`config.mk`:
```
export PLATFORM = sky130hd
export DESIGN_NAME = sy_uart_rx
export DESIGN_NICKNAME = d
export VERILOG_FILES = /design/src/rtl/sy_uart_pkg.sv /design/src/rtl/sy_sync_fifo.sv /design/src/rtl/sy_uart_rx.sv
export SDC_FILE = /design/constraint.sdc
export NUM_CORES = 1
export LEC_CHECK = 0
export BUFFER_PORTS_ARGS = -buffer_cell sky130_fd_sc_hd__clkbuf_2
export CAP_MARGIN = 20
export CORE_ASPECT_RATIO = 0.6
export CORE_MARGIN = 3
export CORE_UTILIZATION = 42
export DETAILED_ROUTE_END_ITERATION = 8
export SLEW_MARGIN = 5
export SYNTH_ARGS = -nofsm -noshare
export SYNTH_HDL_FRONTEND = slang
export SYNTH_SLANG_ARGS = --single-unit
```
`constraint.sdc`:
```
create_clock -name clk_i -period 4.3 [get_ports clk_i]
set_input_delay 0.645 -clock clk_i [delete_from_list [all_inputs] [get_ports clk_i]]
set_output_delay 0.645 -clock clk_i [all_outputs]
set_load 0.03 [all_outputs]
```
`src/rtl/sy_uart_pkg.sv`:
```
// Shared definitions for the UART receive path.
//   UART_DATA_BITS : payload bits per frame (8N1 framing)
//   uart_state_e   : receiver FSM states
package sy_uart_pkg;

    localparam int UART_DATA_BITS = 8;

    typedef enum logic [2:0] {
        IDLE,
        START,
        DATA,
        STOP,
        WAIT_IDLE
    } uart_state_e;

endpackage

```
`src/rtl/sy_sync_fifo.sv`:
```
// Synchronous FIFO with a registered head word.
//   clk_i, rst_i        : clock, async active-low reset
//   push_i, data_i      : write request and data (ignored when full unless popping)
//   pop_i               : read request (ignored when empty)
//   data_o              : head entry (registered, 0 when empty)
//   full_o, empty_o     : registered status flags
//   count_o             : occupancy, 0..DEPTH
module sy_sync_fifo #(
    parameter int WIDTH = 8,
    parameter int DEPTH = 8,
    localparam int AW = $clog2(DEPTH),
    localparam int CW = AW + 1
) (
    input  logic             clk_i,
    input  logic             rst_i,
    input  logic             push_i,
    input  logic [WIDTH-1:0] data_i,
    input  logic             pop_i,
    output logic [WIDTH-1:0] data_o,
    output logic             full_o,
    output logic             empty_o,
    output logic [CW-1:0]    count_o
);

    logic [WIDTH-1:0] mem_q [DEPTH];
    logic [AW-1:0]    wr_ptr_q, wr_ptr_d, rd_ptr_q, rd_ptr_d;
    logic [CW-1:0]    count_q, count_d;
    logic [WIDTH-1:0] head_q, head_d;
    logic             empty_q, empty_d, full_q, full_d;
    logic             push_ok, pop_ok;

    always_comb begin
        pop_ok   = pop_i && !empty_q;
        // A full FIFO still takes a write when a slot frees in the same cycle.
        push_ok  = push_i && (!full_q || pop_ok);
        wr_ptr_d = wr_ptr_q + AW'(push_ok);
        rd_ptr_d = rd_ptr_q + AW'(pop_ok);
        count_d  = count_q + CW'(push_ok) - CW'(pop_ok);
        empty_d  = (count_d == '0);
        full_d   = (count_d == CW'(DEPTH));
        // Next head: the incoming word bypasses the array when it lands at the
        // new read pointer, since the array write only completes at this edge.
        if (empty_d) begin
            head_d = '0;
        end else if (push_ok && (wr_ptr_q == rd_ptr_d)) begin
            head_d = data_i;
        end else begin
            head_d = mem_q[rd_ptr_d];
        end
    end

    always_ff @(posedge clk_i) begin
        if (push_ok) begin
            mem_q[wr_ptr_q] <= data_i;
        end
    end

    always_ff @(posedge clk_i or negedge rst_i) begin
        if (!rst_i) begin
            wr_ptr_q <= '0;
            rd_ptr_q <= '0;
            count_q  <= '0;
            head_q   <= '0;
            empty_q  <= 1'b1;
            full_q   <= 1'b0;
        end else begin
            wr_ptr_q <= wr_ptr_d;
            rd_ptr_q <= rd_ptr_d;
            count_q  <= count_d;
            head_q   <= head_d;
            empty_q  <= empty_d;
            full_q   <= full_d;
        end
    end

    assign data_o  = head_q;
    assign full_o  = full_q;
    assign empty_o = empty_q;
    assign count_o = count_q;

endmodule

```
`src/rtl/sy_uart_rx.sv`:
```
// 8N1 UART receiver with byte buffer.
//   clk_i, rst_i    : clock, async active-low reset
//   rx_i            : asynchronous serial input, idle high
//   rx_data_o       : byte at buffer head
//   rx_valid_o      : buffer non-empty
//   rx_ready_i      : consumer accept; pop when valid && ready
//   frame_err_o     : one-cycle pulse on a low stop bit
//   overflow_o      : one-cycle pulse when a good byte is dropped (buffer full)
//   fifo_cnt_o      : buffer occupancy
module sy_uart_rx
    import sy_uart_pkg::*;
#(
    parameter int CLK_DIV    = 16,
    parameter int FIFO_DEPTH = 8
) (
    input  logic                        clk_i,
    input  logic                        rst_i,
    input  logic                        rx_i,
    output logic [7:0]                  rx_data_o,
    output logic                        rx_valid_o,
    input  logic                        rx_ready_i,
    output logic                        frame_err_o,
    output logic                        overflow_o,
    output logic [$clog2(FIFO_DEPTH):0] fifo_cnt_o
);

    localparam int CNT_W = $clog2(CLK_DIV);
    localparam int IDX_W = $clog2(UART_DATA_BITS);
    localparam logic [CNT_W-1:0] HALF_BIT = CNT_W'(CLK_DIV / 2 - 1);
    localparam logic [CNT_W-1:0] FULL_BIT = CNT_W'(CLK_DIV - 1);
    localparam logic [IDX_W-1:0] LAST_IDX = IDX_W'(UART_DATA_BITS - 1);

    uart_state_e               state_q, state_d;
    logic [CNT_W-1:0]          cnt_q, cnt_d;
    logic [IDX_W-1:0]          bit_idx_q, bit_idx_d;
    logic [UART_DATA_BITS-1:0] shift_q, shift_d;
    logic                      sync1_q, sync2_q;
    logic                      frame_err_q, frame_err_d;
    logic                      overflow_q, overflow_d;
    logic                      rx_s, cnt_zero, push, pop, fifo_full, fifo_empty;

    assign rx_s     = sync2_q;
    assign cnt_zero = (cnt_q == '0);
    assign pop      = rx_ready_i && !fifo_empty;

    always_comb begin
        state_d     = state_q;
        cnt_d       = cnt_q;
        bit_idx_d   = bit_idx_q;
        shift_d     = shift_q;
        push        = 1'b0;
        frame_err_d = 1'b0;
        case (state_q)
            IDLE: begin
                // Half-bit delay so every later sample lands mid-bit.
                if (!rx_s) begin
                    state_d = START;
                    cnt_d   = HALF_BIT;
                end
            end
            START: begin
                if (!cnt_zero) begin
                    cnt_d = cnt_q - 1'b1;
                end else if (rx_s) begin
                    state_d = IDLE;
                end else begin
                    state_d   = DATA;
                    cnt_d     = FULL_BIT;
                    bit_idx_d = '0;
                end
            end
            DATA: begin
                if (!cnt_zero) begin
                    cnt_d = cnt_q - 1'b1;
                end else begin
                    shift_d   = {rx_s, shift_q[UART_DATA_BITS-1:1]};
                    cnt_d     = FULL_BIT;
                    bit_idx_d = bit_idx_q + 1'b1;
                    if (bit_idx_q == LAST_IDX) begin
                        state_d = STOP;
                    end
                end
            end
            STOP: begin
                if (!cnt_zero) begin
                    cnt_d = cnt_q - 1'b1;
                end else if (rx_s) begin
                    push    = 1'b1;
                    state_d = IDLE;
                end else begin
                    frame_err_d = 1'b1;
                    state_d     = WAIT_IDLE;
                end
            end
            WAIT_IDLE: begin
                // Line held low (break): wait for it to return high before hunting.
                if (rx_s) begin
                    state_d = IDLE;
                end
            end
            default: state_d = IDLE;
        endcase
        overflow_d = push && fifo_full && !pop;
    end

    always_ff @(posedge clk_i or negedge rst_i) begin
        if (!rst_i) begin
            state_q     <= IDLE;
            cnt_q       <= '0;
            bit_idx_q   <= '0;
            shift_q     <= '0;
            sync1_q     <= 1'b1;
            sync2_q     <= 1'b1;
            frame_err_q <= 1'b0;
            overflow_q  <= 1'b0;
        end else begin
            state_q     <= state_d;
            cnt_q       <= cnt_d;
            bit_idx_q   <= bit_idx_d;
            shift_q     <= shift_d;
            sync1_q     <= rx_i;
            sync2_q     <= sync1_q;
            frame_err_q <= frame_err_d;
            overflow_q  <= overflow_d;
        end
    end

    sy_sync_fifo #(
        .WIDTH (UART_DATA_BITS),
        .DEPTH (FIFO_DEPTH)
    ) u_fifo (
        .clk_i   (clk_i),
        .rst_i   (rst_i),
        .push_i  (push),
        .data_i  (shift_q),
        .pop_i   (pop),
        .data_o  (rx_data_o),
        .full_o  (fifo_full),
        .empty_o (fifo_empty),
        .count_o (fifo_cnt_o)
    );

    assign rx_valid_o  = !fifo_empty;
    assign frame_err_o = frame_err_q;
    assign overflow_o  = overflow_q;

endmodule

```
=== After elaboration in Yosys (flattened, before gate mapping) ===
Memory sizes are Yosys's and may differ from the RTL's.
Index checks and enable logic that the tools add are counted.

* Flip-flop bits (word level): 42
* Bits in writable memories: 64
* Output and inout bits: 15
* Memories: 1

* Add/sub/neg operators: 6
* Eq/ne operators: 16
* Muxes and demuxes: 29
* Reductions and logical operators: 19

{| class="wikitable"
|+ Memories
! memory !! words !! width !! rd ports !! clocked after memory_dff !! wr ports !! line !! source
|-
| u_fifo.mem_q || 8 || 8 || 1 || 0 || 1 || sy_sync_fifo.sv:25 || <nowiki>logic [WIDTH-1:0] mem_q [DEPTH];</nowiki>
|}

{| class="wikitable"
|+ Operators with widths
! operator !! number
|-
| two-way mux 3 bit || 10
|-
| two-way mux 4 bit || 5
|-
| two-way mux 8 bit || 2
|-
| inequality test 2 bit, second input constant || 8
|-
| case mux 4 bit (4 select lines) || 1
|-
| case mux 3 bit (5 select lines) || 1
|-
| logical NOT 4 bit || 2
|-
| two-way mux 1 bit || 8
|-
| AND reduction 4 bit || 2
|-
| adder 3 x 1 -> 3 bit || 2
|-
| == test 3 x 2 -> 1 bit, second input constant || 2
|-
| == test 3 bit, second input constant || 2
|-
| logical AND 1 bit || 6
|-
| case mux 3 bit (2 select lines) || 1
|-
| AND reduction 6 bit || 1
|-
| adder 4 x 1 -> 4 bit || 1
|-
| == test 4 bit, second input constant || 1
|-
| nonzero test 4 bit || 1
|-
| subtractor 4 x 1 -> 4 bit || 1
|-
| subtractor 4 x 1 -> 4 bit, second input constant || 1
|-
| adder 3 x 1 -> 3 bit, second input constant || 1
|-
| == test 3 x 1 -> 1 bit, second input constant || 1
|-
| == test 3 bit || 1
|-
| logical NOT 1 bit || 3
|-
| other kinds (6) || 6
|}

=== Depth between registers and ports, before layout ===
Gate-level depths: netlist of run 1.

* Depth in word-level cells: 9
* Mapped depth: 13
* Mapped depth without buffers: 12

=== Hierarchy ===
Synthesis of run 1 repeated with hierarchy kept, for this count alone.

* Cells, all modules: 276
* Area, all modules: 4544.4 um2

{| class="wikitable"
|+ Modules (own cells, without submodules)
! module !! instances !! cells an instance !! area an instance (um2)
|-
| sy_sync_fifo || 1 || 179 || 3438.3
|-
| sy_uart_rx || 1 || 97 || 1106.1
|}

=== Worst setup path after synthesis of run 1 ===
No wires, ideal clock.

* Path type: register to register
* Start point: register cnt_q[0]
* End point: register u_fifo.head_q[1] (netlist: u_fifo.data_o[1])
* Arrival time: 2927 ps
* Data required time: 4180 ps
* Slack: 1252 ps
* Cell stages (with the launch flop): 14
* Path buffers: 1
* Clock period less this slack: 3048 ps
* Cells stage by stage: dfrtp_1 inv_1 ha_1 or3b_1 buf_2 a211o_1 inv_1 ha_1 inv_1 fa_1 inv_1 or3_1 o21bai_1 o211a_1

* Cells in the longest elaborated chain, start to end: 8
* Elaborated cells on any way between the ends: 10
* Those cells by class: add/sub: 2; mux: 4; reduce/logical: 4

{| class="wikitable"
|+ RTL lines
! item !! line !! source
|-
| start: declaration || sy_uart_rx.sv:34 || <nowiki>logic [CNT_W-1:0] cnt_q, cnt_d;</nowiki>
|-
| start signal: assignment || sy_uart_rx.sv:118 || <nowiki>cnt_q <= cnt_d;</nowiki>
|-
| logical NOT 4 bit || sy_uart_rx.sv:43 || <nowiki>assign cnt_zero = (cnt_q == '0);</nowiki>
|-
| two-way mux 1 bit || sy_uart_rx.sv:85 || <nowiki>if (!cnt_zero) begin</nowiki>
|-
| two-way mux 1 bit || sy_uart_rx.sv:53 || <nowiki>case (state_q)</nowiki>
|-
| logical AND 1 bit || sy_sync_fifo.sv:35 || <nowiki>push_ok = push_i && (!full_q || pop_ok);</nowiki>
|-
| adder 4 x 1 -> 4 bit || sy_sync_fifo.sv:38 || <nowiki>count_d = count_q + CW'(push_ok) - CW'(pop_ok);</nowiki>
|-
| subtractor 4 x 1 -> 4 bit || sy_sync_fifo.sv:38 ||
|-
| net u_fifo.count_d[1] || sy_sync_fifo.sv:27 || <nowiki>logic [CW-1:0] count_q, count_d;</nowiki>
|-
| logical NOT 4 bit || sy_sync_fifo.sv:39 || <nowiki>empty_d = (count_d == '0);</nowiki>
|-
| two-way mux 8 bit || sy_sync_fifo.sv:43 || <nowiki>if (empty_d) begin</nowiki>
|-
| net u_fifo.head_d[1] || sy_sync_fifo.sv:28 || <nowiki>logic [WIDTH-1:0] head_q, head_d;</nowiki>
|-
| end signal: assignment || sy_sync_fifo.sv:63 || <nowiki>head_q <= '0;</nowiki>
|-
| end signal: assignment || sy_sync_fifo.sv:70 || <nowiki>head_q <= head_d;</nowiki>
|-
| end: declaration || sy_sync_fifo.sv:28 ||
|}

The timed path passes the listed nets, and every way through them passes these cells.
A chain may end at the register's enable or synchronous reset.

=== Worst setup path in the final report of run 1 ===
* Start point: register cnt_q[0]
* End point: register u_fifo.head_q[0] (netlist: u_fifo.data_o[0])

Same word-level chain as after synthesis.

==> results of run 1 <==
[power breakdown]
group,total [mW],switching (mW),internal (mW)
clock,0.839,0.375,0.464
sequential,1.40,0.153,1.24
combinational,1.23,0.664,0.564
total,3.46,1.19,2.27
[kinds of logic after synthesis]
logic type,share of synthesized area
DFF,0.6801
and+or+nand+nor,0.05261
muxes,0.1286
AOI/OAI and AO/OA,0.05375
buffers and inverters,0.02516
adders and majority gates,0.03888
xor gates and xnor gates,0.02087
[cell usage after synthesis, types with 6 or more instances]
library cell | n | share of area
edfxtp_1 | 64 | 0.44
dfrtp_1 | 39 | 0.22
mux4_2 | 16 | 0.082
inv_1 | 14 | 0.012
ha_1 | 12 | 0.034
o21ai_0 | 11 | 0.013
mux2_2 | 10 | 0.026
nand2_1 | 10 | 0.0086
mux2i_1 | 9 | 0.021
nor2_1 | 9 | 0.0077
o211a_1 | 8 | 0.018
nor3_1 | 7 | 0.0080
clkbuf_1 | 6 | 0.0051
[final cells by class]
class	count	area [um^2]	share of cell area
Clock inverter	7	86.33	0.01725
Sequential cell	106	2977	0.5949
Clock buffer	9	225.2	0.04501
Timing Repair Buffer	30	180.2	0.03601
Inverter	14	52.55	0.01050
Multi-Input combinational cell	133	1314	0.2626
Tap cell	135	168.9	0.03376
[layer usage]
metal,global-route usage,part of all wire,vias up
met4,0.04305,0.0097,0
li1,-,-,1055
met5,0,0,-
met1,0.2571,0.52,1166
met2,0.2168,0.43,31
met3,0.04443,0.040,11
[stage by stage]
| stage | utilization | instances | total power, mW | hold slack, ps | worst slack (ps) |
|---|---|---|---|---|---|
| finish | 0.4994 | 434 | 3.465 | 359.6 | 758.6 |
| global route | 0.4994 | 434 | 3.699 | 364.2 | 553.1 |
| CTS | 0.4994 | 434 | 3.516 | 360.5 | 770.0 |
| detailed placement | 0.4683 | 418 | 2.667 | 350.5 | 788.7 |
| global placement | 0.4683 | 418 | 2.631 | 348.1 | 876.4 |
| floorplan | - | 265 | 2.324 | 345.2 | 1252 |
[layout by cell type, fill, tap and decap left out, types with 3 or more instances in the layout]
master     Yosys  layout
o21ai_0       11      11
nor3_1         7       6
clkbuf_16      0       9
dfstp_2        3       3
nor2_1         9       9
nand2b_1       3       3
nor3b_1        3       3
xnor2_1        4       4
ha_1          12      12
a21oi_1        4       4
edfxtp_1      64      64
dfrtp_1       39      39
mux2i_1        9       9
nand2_1       10      10
o211a_1        8       8
mux2_2        10      10
clkbuf_2       0      18
buf_4          0      12
inv_1         14      14
mux4_2        16      16
[worst max-delay path by stage]
stage / end / slack (ps) / cells past startpoint
2_1_floorplan: u_fifo.data_o[1] / 1250 / 13
3_3_place_gp: u_fifo.data_o[7] / 880 / 12
3_5_place_dp: u_fifo.data_o[0] / 790 / 12
4_1_cts: u_fifo.data_o[0] / 770 / 12
5_1_grt: u_fifo.data_o[5] / 550 / 12
6_report: u_fifo.data_o[0] / 760 / 12
[flip-flops by register name, indices dropped and copies added (netlist names)]
| signal | flops |
|---|---|
| u_fifo.count_o | 4 |
| bit_idx_q | 3 |
| cnt_q | 4 |
| rx_s | 1 |
| u_fifo.data_o | 8 |
| u_fifo.empty_o | 1 |
| frame_err_o | 1 |
| u_fifo.mem_q | 64 |
| shift_q | 8 |
| u_fifo.full_o | 1 |
| u_fifo.wr_ptr_q | 3 |
| state_q | 3 |
| sync1_q | 1 |
| u_fifo.rd_ptr_q | 3 |
| overflow_o | 1 |
==> qor.csv, run 1 <==
stage,metric,value,unit
setup_path,Critical Path Start,cnt_q[0],
run_status,outcome,"finished, final reports clean",
finish,ANT cells,0,
grt,largest net degree at the start of global routing,43,
clock_network,Clock transition at path regs,70,ps
synthesis,Cells after Synth,265,
synthesis,"Top FF cell, synth",edfxtp_1,
timing,final setup violation count,0,
grt,antenna violations before repair,0,
worst_hold_path,Worst Hold End,rx_s,
clock_network,Clock Path Buffers,2,
setup_path,crit start category,flip-flop,
timing,max-slew violation count,0,
setup_path,Max Fanout on Critical Path,14,
pwr,leak pwr,1.979,nW
placement,DP Wirelength,5826,um
pwr,pwr dens,692.4,nW/um^2
routing,vias per cell,5.214,
setup_path,Critical Path Slowest Stage Cell,a211o_1,
clock_network,clk_lat worst skew,340,ps
synthesis,post-synthesis cell area,4377,um^2
timing,fmax,282.4,MHz
placement,IO buf count,18,
routing,DRT iter0 DRCs,142,
floorplan,chip width,137.8,um
clock_network,CTS tree,built,
timing,Fin Clk Skew,7.849,ps
clock_network,cts hold-fix bufs,0,
worst_hold_path,HP Class,reg2reg,
timing,Fin. Hold Viols,0,
routing,DRT Pass-1 Iters,5,
routing,Residual DRC,0,
clock_network,CTS Buf Count,9,
clock_network,clock sink count,106,
setup_path,Crit path largest cell delay,490,ps
clock_network,Root Buffer,clkbuf_16,
synthesis,sequential fraction of the synthesis area,0.6801,
grt,GRT Total Usage,0.1612,
setup_path,Most common cell on crit path,inv_1,
routing,Post-Route WL,8449,um
finish,ratio of cells with drive above 1 in the final layout,0.2776,
clock_network,# Post-CTS Setup Buffers,0,
floorplan,initial core utilization,0.4368,
grt,GRT Residual Overflow,0,
synthesis,ys async rst share,0.3962,
setup_path,FF-to-FF Start,cnt_q[0],
setup_path,Setup crit end kind,flip-flop,
setup_path,crit path DAT,3770,ps
setup_path,kind of critical path,reg2reg,
setup_path,Buf/Inv on CP,4,
setup_path,Worst EP required,4530,ps
grt,first-pass GRT wire length,13610,um
floorplan,row count,28,
timing,min Tclk post-route,3541,ps
setup_path,capturing point of the worst reg2reg path,u_fifo.data_o[0],
timing,relative slew slack,0.3777,
placement,gpl congestion,0.8014,
routing,total number of vias,2263,
floorplan,num ports,19,
setup_path,kind of cell adding the most delay to the critical path,compound AO/OA/AOI/OAI gates,
synthesis,Unique masters post-synth,42,
synthesis,"FF+latch count, synth",106,
setup_path,"setup slack, reg-to-reg",760,ps
grt,vias in the first global route,2290,
setup_path,worst-case reg-to-reg path depth,12,
floorplan,Die Ht,85.07,um
floorplan,die area,11720,um^2
routing,routed len/inst,19.47,um
finish,final net count,311,
finish,filler instances,856,
clock_network,post-CTS resize count,0,
finish,P&R area growth vs syn,14.32,%
synthesis,Mean Syn Cell Area,16.52,um^2
pwr,Worst VDD drop,0.0003615,V
synthesis,Syn Nets,282,
clock_network,htree depth,3,
timing,RSZ-0062 raised after global routing,false,
finish,cell area after layout,5004,um^2
timing,Sum Neg Setup Slack,0,ps
routing,Detail Route Antenna Nets,0,
synthesis,number of flops mapped to enable cells by yosys,64,
timing,Tcrit/Tclk final,0.8236,
placement,dpl cell area,4692,um^2
worst_hold_path,WHS Path Cells,0,
setup_path,CP Cell Sequence,inv_1 -> ha_1 -> or3b_1 -> a211o_1 -> inv_1 -> ha_1 -> inv_1 -> fa_1 -> inv_1 -> or3_1 -> o21bai_1 -> o211a_1,
flow_run,max-cap viol count,0,
worst_hold_path,Hold Path Origin,sync1_q,
synthesis,warning count from the yosys run,0,
timing,worst slew pin tran,928.3,ps
floorplan,core area,10020,um^2
(Power assumes the default switching activity.)
==> run 2: changes to the inputs <==
- clock period: 4.3 -> 3.2 ns (I/O delays scaled with it)
==> run 2 against run 1 <==
Count of clock-buffer cells in the layout is 1 higher; flip-flop and latch count stayed put; via count is 0.49% higher; non-clock buffer count is 6 higher; total power is 35% higher; core utilization is 0.42 points higher; worst hold slack worse by 140 ps; final area is 0.85% higher; first-iteration DRC count is 58% higher; worst setup slack worse by 610 ps; critical endpoint is now u_fifo.data_o[4].
==> qor.csv, run 2 (same netlist as run 1, synthesis figures left out) <==
stage,metric,value,unit,change
run_status,outcome,"finished, final reports clean",,unchanged
clock_network,CTS tree,built,,unchanged
routing,DRT iter0 DRCs,225,,was 142
routing,vias per cell,5.168,,was 5.214
grt,GRT Total Usage,0.1611,,was 0.1612
setup_path,crit start category,flip-flop,,unchanged
finish,largest register by flop count,u_fifo.mem_q,,unchanged
placement,DP Wirelength,5725,um,was 5826 um
setup_path,Max Fanout on Critical Path,9,,was 14
timing,worst slew pin tran,887.8,ps,was 928.3 ps
floorplan,initial core utilization,0.4368,,unchanged
routing,routed len/inst,19.26,um,was 19.47 um
finish,"commonest non-fill, non-tap cell in the layout",edfxtp_1,,unchanged
floorplan,core area,10020,um^2,unchanged
finish,P&R area growth vs syn,15.29,%,was 14.32%
worst_hold_path,HP Class,in2reg,,was reg2reg
finish,filler instances,854,,was 856
routing,Residual DRC,0,,unchanged
pwr,pwr dens,926.3,nW/um^2,was 692.4 nW/um^2
clock_network,htree depth,3,,unchanged
clock_network,Clock transition at path regs,70,ps,about the same
timing,final setup violation count,0,,unchanged
clock_network,# Post-CTS Setup Buffers,0,,unchanged
floorplan,Die Ht,85.07,um,unchanged
finish,ratio of cells with drive above 1 in the final layout,0.2885,,was 0.2776
floorplan,chip width,137.8,um,unchanged
floorplan,row count,28,,unchanged
timing,max-slew violation count,0,,unchanged
grt,antenna violations before repair,0,,unchanged
finish,Layout Cells excl Fill,440,,was 434
finish,final net count,317,,was 311
timing,Fin Clk Skew,6.671,ps,was 7.849 ps
routing,Detail Route Antenna Nets,0,,unchanged
clock_network,cts hold-fix bufs,0,,unchanged
timing,fin worst setup slack,150.4,ps,was 758.6 ps
grt,first-pass GRT wire length,13570,um,"was 13,610 um"
finish,max reg flops,64,,unchanged
grt,GRT Residual Overflow,0,,unchanged
routing,Post-Route WL,8474,um,was 8449 um
clock_network,CTS Buf Count,9,,unchanged
routing,DRT Pass-1 Iters,4,,was 5
setup_path,crit path DAT,3280,ps,was 3770 ps
timing,min Tclk post-route,3050,ps,was 3541 ps
placement,placed insts,424,,was 418
flow_run,max-cap viol count,0,,unchanged
timing,final hold slack,214.7,ps,was 359.6 ps
clock_network,clock sink count,106,,unchanged
pwr,leak pwr,2.003,nW,was 1.979 nW
clock_network,clk_lat worst skew,340,ps,about the same
timing,Sum Neg Setup Slack,0,ps,unchanged
placement,gpl congestion,0.8168,,was 0.8014
clock_network,Clock Path Buffers,2,,unchanged
timing,Fin. Hold Viols,0,,unchanged
timing,RSZ-0062 raised after global routing,false,,unchanged
placement,pre-CTS setup slack,47.00,ps,was 788.7 ps
finish,cell area after layout,5046,um^2,was 5004 um^2
setup_path,Setup crit end kind,flip-flop,,unchanged
setup_path,kind of critical path,reg2reg,,unchanged
placement,dpl cell area,4732,um^2,was 4692 um^2
clock_network,Root Buffer,clkbuf_16,,unchanged
timing,relative slew slack,0.4081,,was 0.3777
finish,ANT cells,0,,unchanged
setup_path,Worst EP required,3430,ps,was 4530 ps
finish,most frequent cells in the layout,"64 x edfxtp_1, 39 x dfrtp_1, 18 x clkbuf_2, 18 x buf_4, 16 x mux4_2",,"was 64 x edfxtp_1, 39 x dfrtp_1, 18 x clkbuf_2"
pwr,Worst VDD drop,0.0005954,V,was 0.0003615 V
grt,largest net degree at the start of global routing,34,,was 43
timing,fmax,327.9,MHz,was 282.4 MHz
grt,vias in the first global route,2325,,"was 2,290"
floorplan,die area,11720,um^2,unchanged
routing,total number of vias,2274,,"was 2,263"
placement,IO buf count,18,,unchanged
floorplan,num ports,19,,unchanged
timing,Tcrit/Tclk final,0.9530,,was 0.8236
[run 2: cell type report]
cell class                      instances  area, um^2  area share
Sequential cell                       106        2977      0.5899
Multi-Input combinational cell        133        1320      0.2616
Clock buffer                           10       239.0     0.04736
Timing Repair Buffer                   36       225.2     0.04463
Tap cell                              135       168.9     0.03347
Clock inverter                          6       63.81     0.01265
Inverter                               14       52.55     0.01041
[run 2: what timing repair did]
item / 4_1_cts / 5_1_grt
gates resized for setup: 0 / 2
endpoints found under the setup margin: 0 / 8
hold endpoints to repair: 0 / 0
[run 2: worst max-delay path, cell delays in order (launching register included)]
cell      delay, ps
dfrtp_1         400
inv_1            90
ha_1            150
or3b_1          370
a211o_1         300
inv_1            90
ha_1            190
inv_1            70
fa_1            470
inv_1            50
or3_1           360
o21bai_4        230
o211a_1         160
[run 2: metal layers]
metal / global-route usage / vias up / part of all wire
met4: 0.04843 / 0 / 0.013
met3: 0.04739 / 10 / 0.048
met2: 0.2097 / 42 / 0.42
met5: 0 / - / 0
met1: 0.2588 / 1155 / 0.52
li1: - / 1067 / -
[run 2: power breakdown]
group | internal, mW | switching (mW)
combinational | 0.782 | 0.909
sequential | 1.67 | 0.201
clock | 0.629 | 0.480
total | 3.08 | 1.59
[run 2: path summary, 6_finish.rpt]
kind | start | endpoint | slack, ps | depth (start not counted)
max | cnt_q[0] | u_fifo.data_o[4] | 150 | 12
min | rx_i | sync1_q | 210 | 1
max reg2reg | cnt_q[0] | u_fifo.data_o[4] | 150 | 12
min reg2reg | sync1_q | rx_s | 360 | 0
max in group asynchronous | rst_i | rx_s | 2210 | 2
min in group asynchronous | rst_i | state_q[0] | 250 | 1
[run 2: metrics by stage]
step	power [mW]	util
finish	4.674	0.5036
global route	4.981	0.5036
CTS	4.706	0.5025
detailed placement	3.585	0.4723
global placement	3.536	0.4723
floorplan	3.123	-
==> run 3: changes to the inputs <==
- CORE_UTILIZATION: 42 -> 41
==> run 3 against run 2 <==
Maximum frequency increased by 0.34%; global-route usage decreased by 0.88 points; count of clock-buffer cells in the layout decreased by 1; clock power increased by 7%; largest power group unchanged; flip-flop and latch count unchanged.
==> qor.csv, run 3 (same netlist as run 1, synthesis figures left out) <==
stage,metric,value,unit,change
run_status,outcome,"finished, final reports clean",,unchanged
routing,DRT Pass-1 Iters,5,,was 4
pwr,combinational share of power,0.364,,was 0.362
pwr,clock network power share,0.248,,was 0.237
setup_path,crit start category,flip-flop,,unchanged
routing,Post-Route WL,8651,um,was 8474 um
finish,"commonest non-fill, non-tap cell in the layout",edfxtp_1,,unchanged
grt,antenna violations before repair,0,,unchanged
pwr,cell internal pwr,3.179,mW,was 3.084 mW
clock_network,clock sink count,106,,unchanged
flow_run,max-cap viol count,0,,unchanged
clock_network,Clock Path Buffers,2,,unchanged
finish,P&R area growth vs syn,16.27,%,was 15.29%
grt,largest net degree at the start of global routing,23,,was 34
timing,max-slew violation count,0,,unchanged
placement,gpl congestion,0.7899,,was 0.8168
pwr,leak pwr,2.015,nW,was 2.003 nW
clock_network,cts hold-fix bufs,0,,unchanged
clock_network,CTS Buf Count,9,,unchanged
grt,vias in the first global route,2304,,"was 2,325"
finish,Layout Cells excl Fill,441,,was 440
pwr,Switching Fraction,0.3395,,was 0.3403
setup_path,Most common cell on crit path,inv_1,,unchanged
finish,filler instances,860,,was 854
placement,dpl cell area,4726,um^2,was 4732 um^2
timing,final setup violation count,0,,unchanged
setup_path,Crit path largest cell delay,480,ps,was 470 ps
routing,vias per cell,5.336,,was 5.168
floorplan,Die Ht,86.03,um,was 85.07 um
placement,IO buf count,18,,unchanged
clock_network,clk_lat worst skew,340,ps,about the same
routing,Detail Route Antenna Nets,0,,unchanged
floorplan,core area,10120,um^2,"was 10,020 um^2"
floorplan,num ports,19,,unchanged
grt,first-pass GRT wire length,13430,um,"was 13,570 um"
timing,min Tclk post-route,3039,ps,was 3050 ps
finish,ratio of cells with drive above 1 in the final layout,0.2974,,was 0.2885
timing,final hold slack,112.9,ps,was 214.7 ps
clock_network,Clock transition at path regs,70,ps,about the same
clock_network,Root Buffer,clkbuf_16,,unchanged
setup_path,crit path DAT,3270,ps,was 3280 ps
timing,Tcrit/Tclk final,0.9498,,was 0.9530
floorplan,die area,11990,um^2,"was 11,720 um^2"
routing,total number of vias,2353,,"was 2,274"
pwr,register share of total power,0.388,,was 0.401
finish,final net count,318,,was 317
grt,GRT Residual Overflow,0,,unchanged
floorplan,chip width,139.4,um,was 137.8 um
finish,ANT cells,0,,unchanged
setup_path,CP Cell Sequence,inv_1 -> ha_1 -> or3b_1 -> a211o_1 -> inv_1 -> ha_1 -> inv_1 -> fa_1 -> inv_1 -> or3_4 -> o21bai_4 -> o211a_1,,was inv_1 -> ha_1 -> or3b_1 -> a211o_1 -> inv_1 -> ha_1 -> inv_1 -> fa_1 -> inv_1 -> or3_1 -> o21bai_4 -> o211a_1
timing,Fin. Hold Viols,0,,unchanged
pwr,Power Total,4.812,mW,was 4.674 mW
setup_path,Setup crit end kind,flip-flop,,unchanged
finish,max reg flops,64,,unchanged
timing,RSZ-0062 raised after global routing,false,,unchanged
timing,relative slew slack,0.4745,,was 0.4081
clock_network,CTS tree,built,,unchanged
placement,DP Wirelength,5662,um,was 5725 um
placement,placed insts,424,,unchanged
pwr,NetSw,1.634,mW,was 1.590 mW
clock_network,htree depth,3,,unchanged
setup_path,Worst EP required,3440,ps,was 3430 ps
setup_path,kind of critical path,reg2reg,,unchanged
worst_hold_path,HP Class,in2async,,was in2reg
setup_path,Max Fanout on Critical Path,5,,was 9
pwr,pwr dens,945.7,nW/um^2,was 926.3 nW/um^2
routing,routed len/inst,19.62,um,was 19.26 um
pwr,Worst VDD drop,0.0005467,V,was 0.0005954 V
finish,largest register by flop count,u_fifo.mem_q,,unchanged
finish,cell area after layout,5089,um^2,was 5046 um^2
routing,Residual DRC,0,,unchanged
routing,DRT iter0 DRCs,197,,was 225
timing,worst slew pin tran,786.6,ps,was 887.8 ps
grt,GRT Total Usage,0.1523,,was 0.1611
setup_path,Critical Path Slowest Stage Cell,fa_1,,unchanged
finish,most frequent cells in the layout,"64 x edfxtp_1, 39 x dfrtp_1, 18 x clkbuf_2, 18 x buf_4, 16 x mux4_2",,unchanged
timing,Fin Clk Skew,9.987,ps,was 6.671 ps
floorplan,row count,28,,unchanged
timing,fmax,329.0,MHz,was 327.9 MHz
floorplan,initial core utilization,0.4323,,was 0.4368
-- run 3: critical path, delay by kind of cell (launching register included) --
kind	cells	cell delay (ps)
AO/OA/AOI/OAI	3	700
buffers and inverters	4	290
adder cells (fa/ha/maj)	3	800
flip-flops	1	380
AND/OR/NAND/NOR	2	760
-- run 3: area by class of cell --
class                      count  area, um^2  share of cell area
clock inverter                 7       102.6             0.02016
multi-input combinational    134        1338              0.2628
timing repair buffer          36       225.2             0.04426
sequential                   106        2977              0.5850
inverter                      14       52.55             0.01033
clock buffer                   9       225.2             0.04426
tap                          135       168.9             0.03319
-- run 3: metrics by stage --
step | setup TNS [ps] | util | setup slack [ps]
final | 0 | 0.5026 | 160.7
after global routing | 0 | 0.5026 | 2.562
after CTS | 0 | 0.4995 | 83.72
after detailed placement | -12.39 | 0.4668 | -10.21
after global placement | 0 | 0.4668 | 104.9
after floorplan | 0 | - | 152.5
-- run 3: final timing paths --
kind | slack (ps) | end | cells after the start | from
max | 160 | u_fifo.data_o[5] | 12 | cnt_q[1]
min | 110 | u_fifo.rd_ptr_q[1] | 1 | rst_i
max reg2reg | 160 | u_fifo.data_o[5] | 12 | cnt_q[1]
min reg2reg | 360 | rx_s | 0 | sync1_q
max in group asynchronous | 2320 | sync1_q | 2 | rst_i
min in group clk_i | 210 | sync1_q | 1 | rx_i
-- run 3: power by group through the flow --
| stage | Clock, mW | Combinational [mW] | Sequential, mW |
|---|---|---|---|
| 3_3_place_gp | 0 | 1.65 | 1.89 |
| 6_report | 1.19 | 1.75 | 1.87 |
| 2_1_floorplan | 0 | 1.16 | 1.96 |
| 4_1_cts | 1.22 | 1.69 | 1.87 |
| 3_5_place_dp | 0 | 1.68 | 1.90 |
| 5_1_grt | 1.29 | 1.91 | 1.90 |
-- run 3: layer usage --
| metal | vias to the layer above | GRT usage | part of all wire |
|---|---|---|---|
| li1 | 1082 | - | - |
| met3 | 4 | 0.04401 | 0.075 |
| met1 | 1201 | 0.2317 | 0.47 |
| met4 | 0 | 0.03197 | 0.0037 |
| met2 | 66 | 0.2191 | 0.45 |
| met5 | - | 0 | 0 |
-- run 3: repair_timing --
action | CTS | global route
setup endpoints to repair | 7 | 8
gates cloned | 0 | 1
setup buffers | 0 | 0
resized for setup | 1 | 4
hold endpoints to repair | 0 | 0
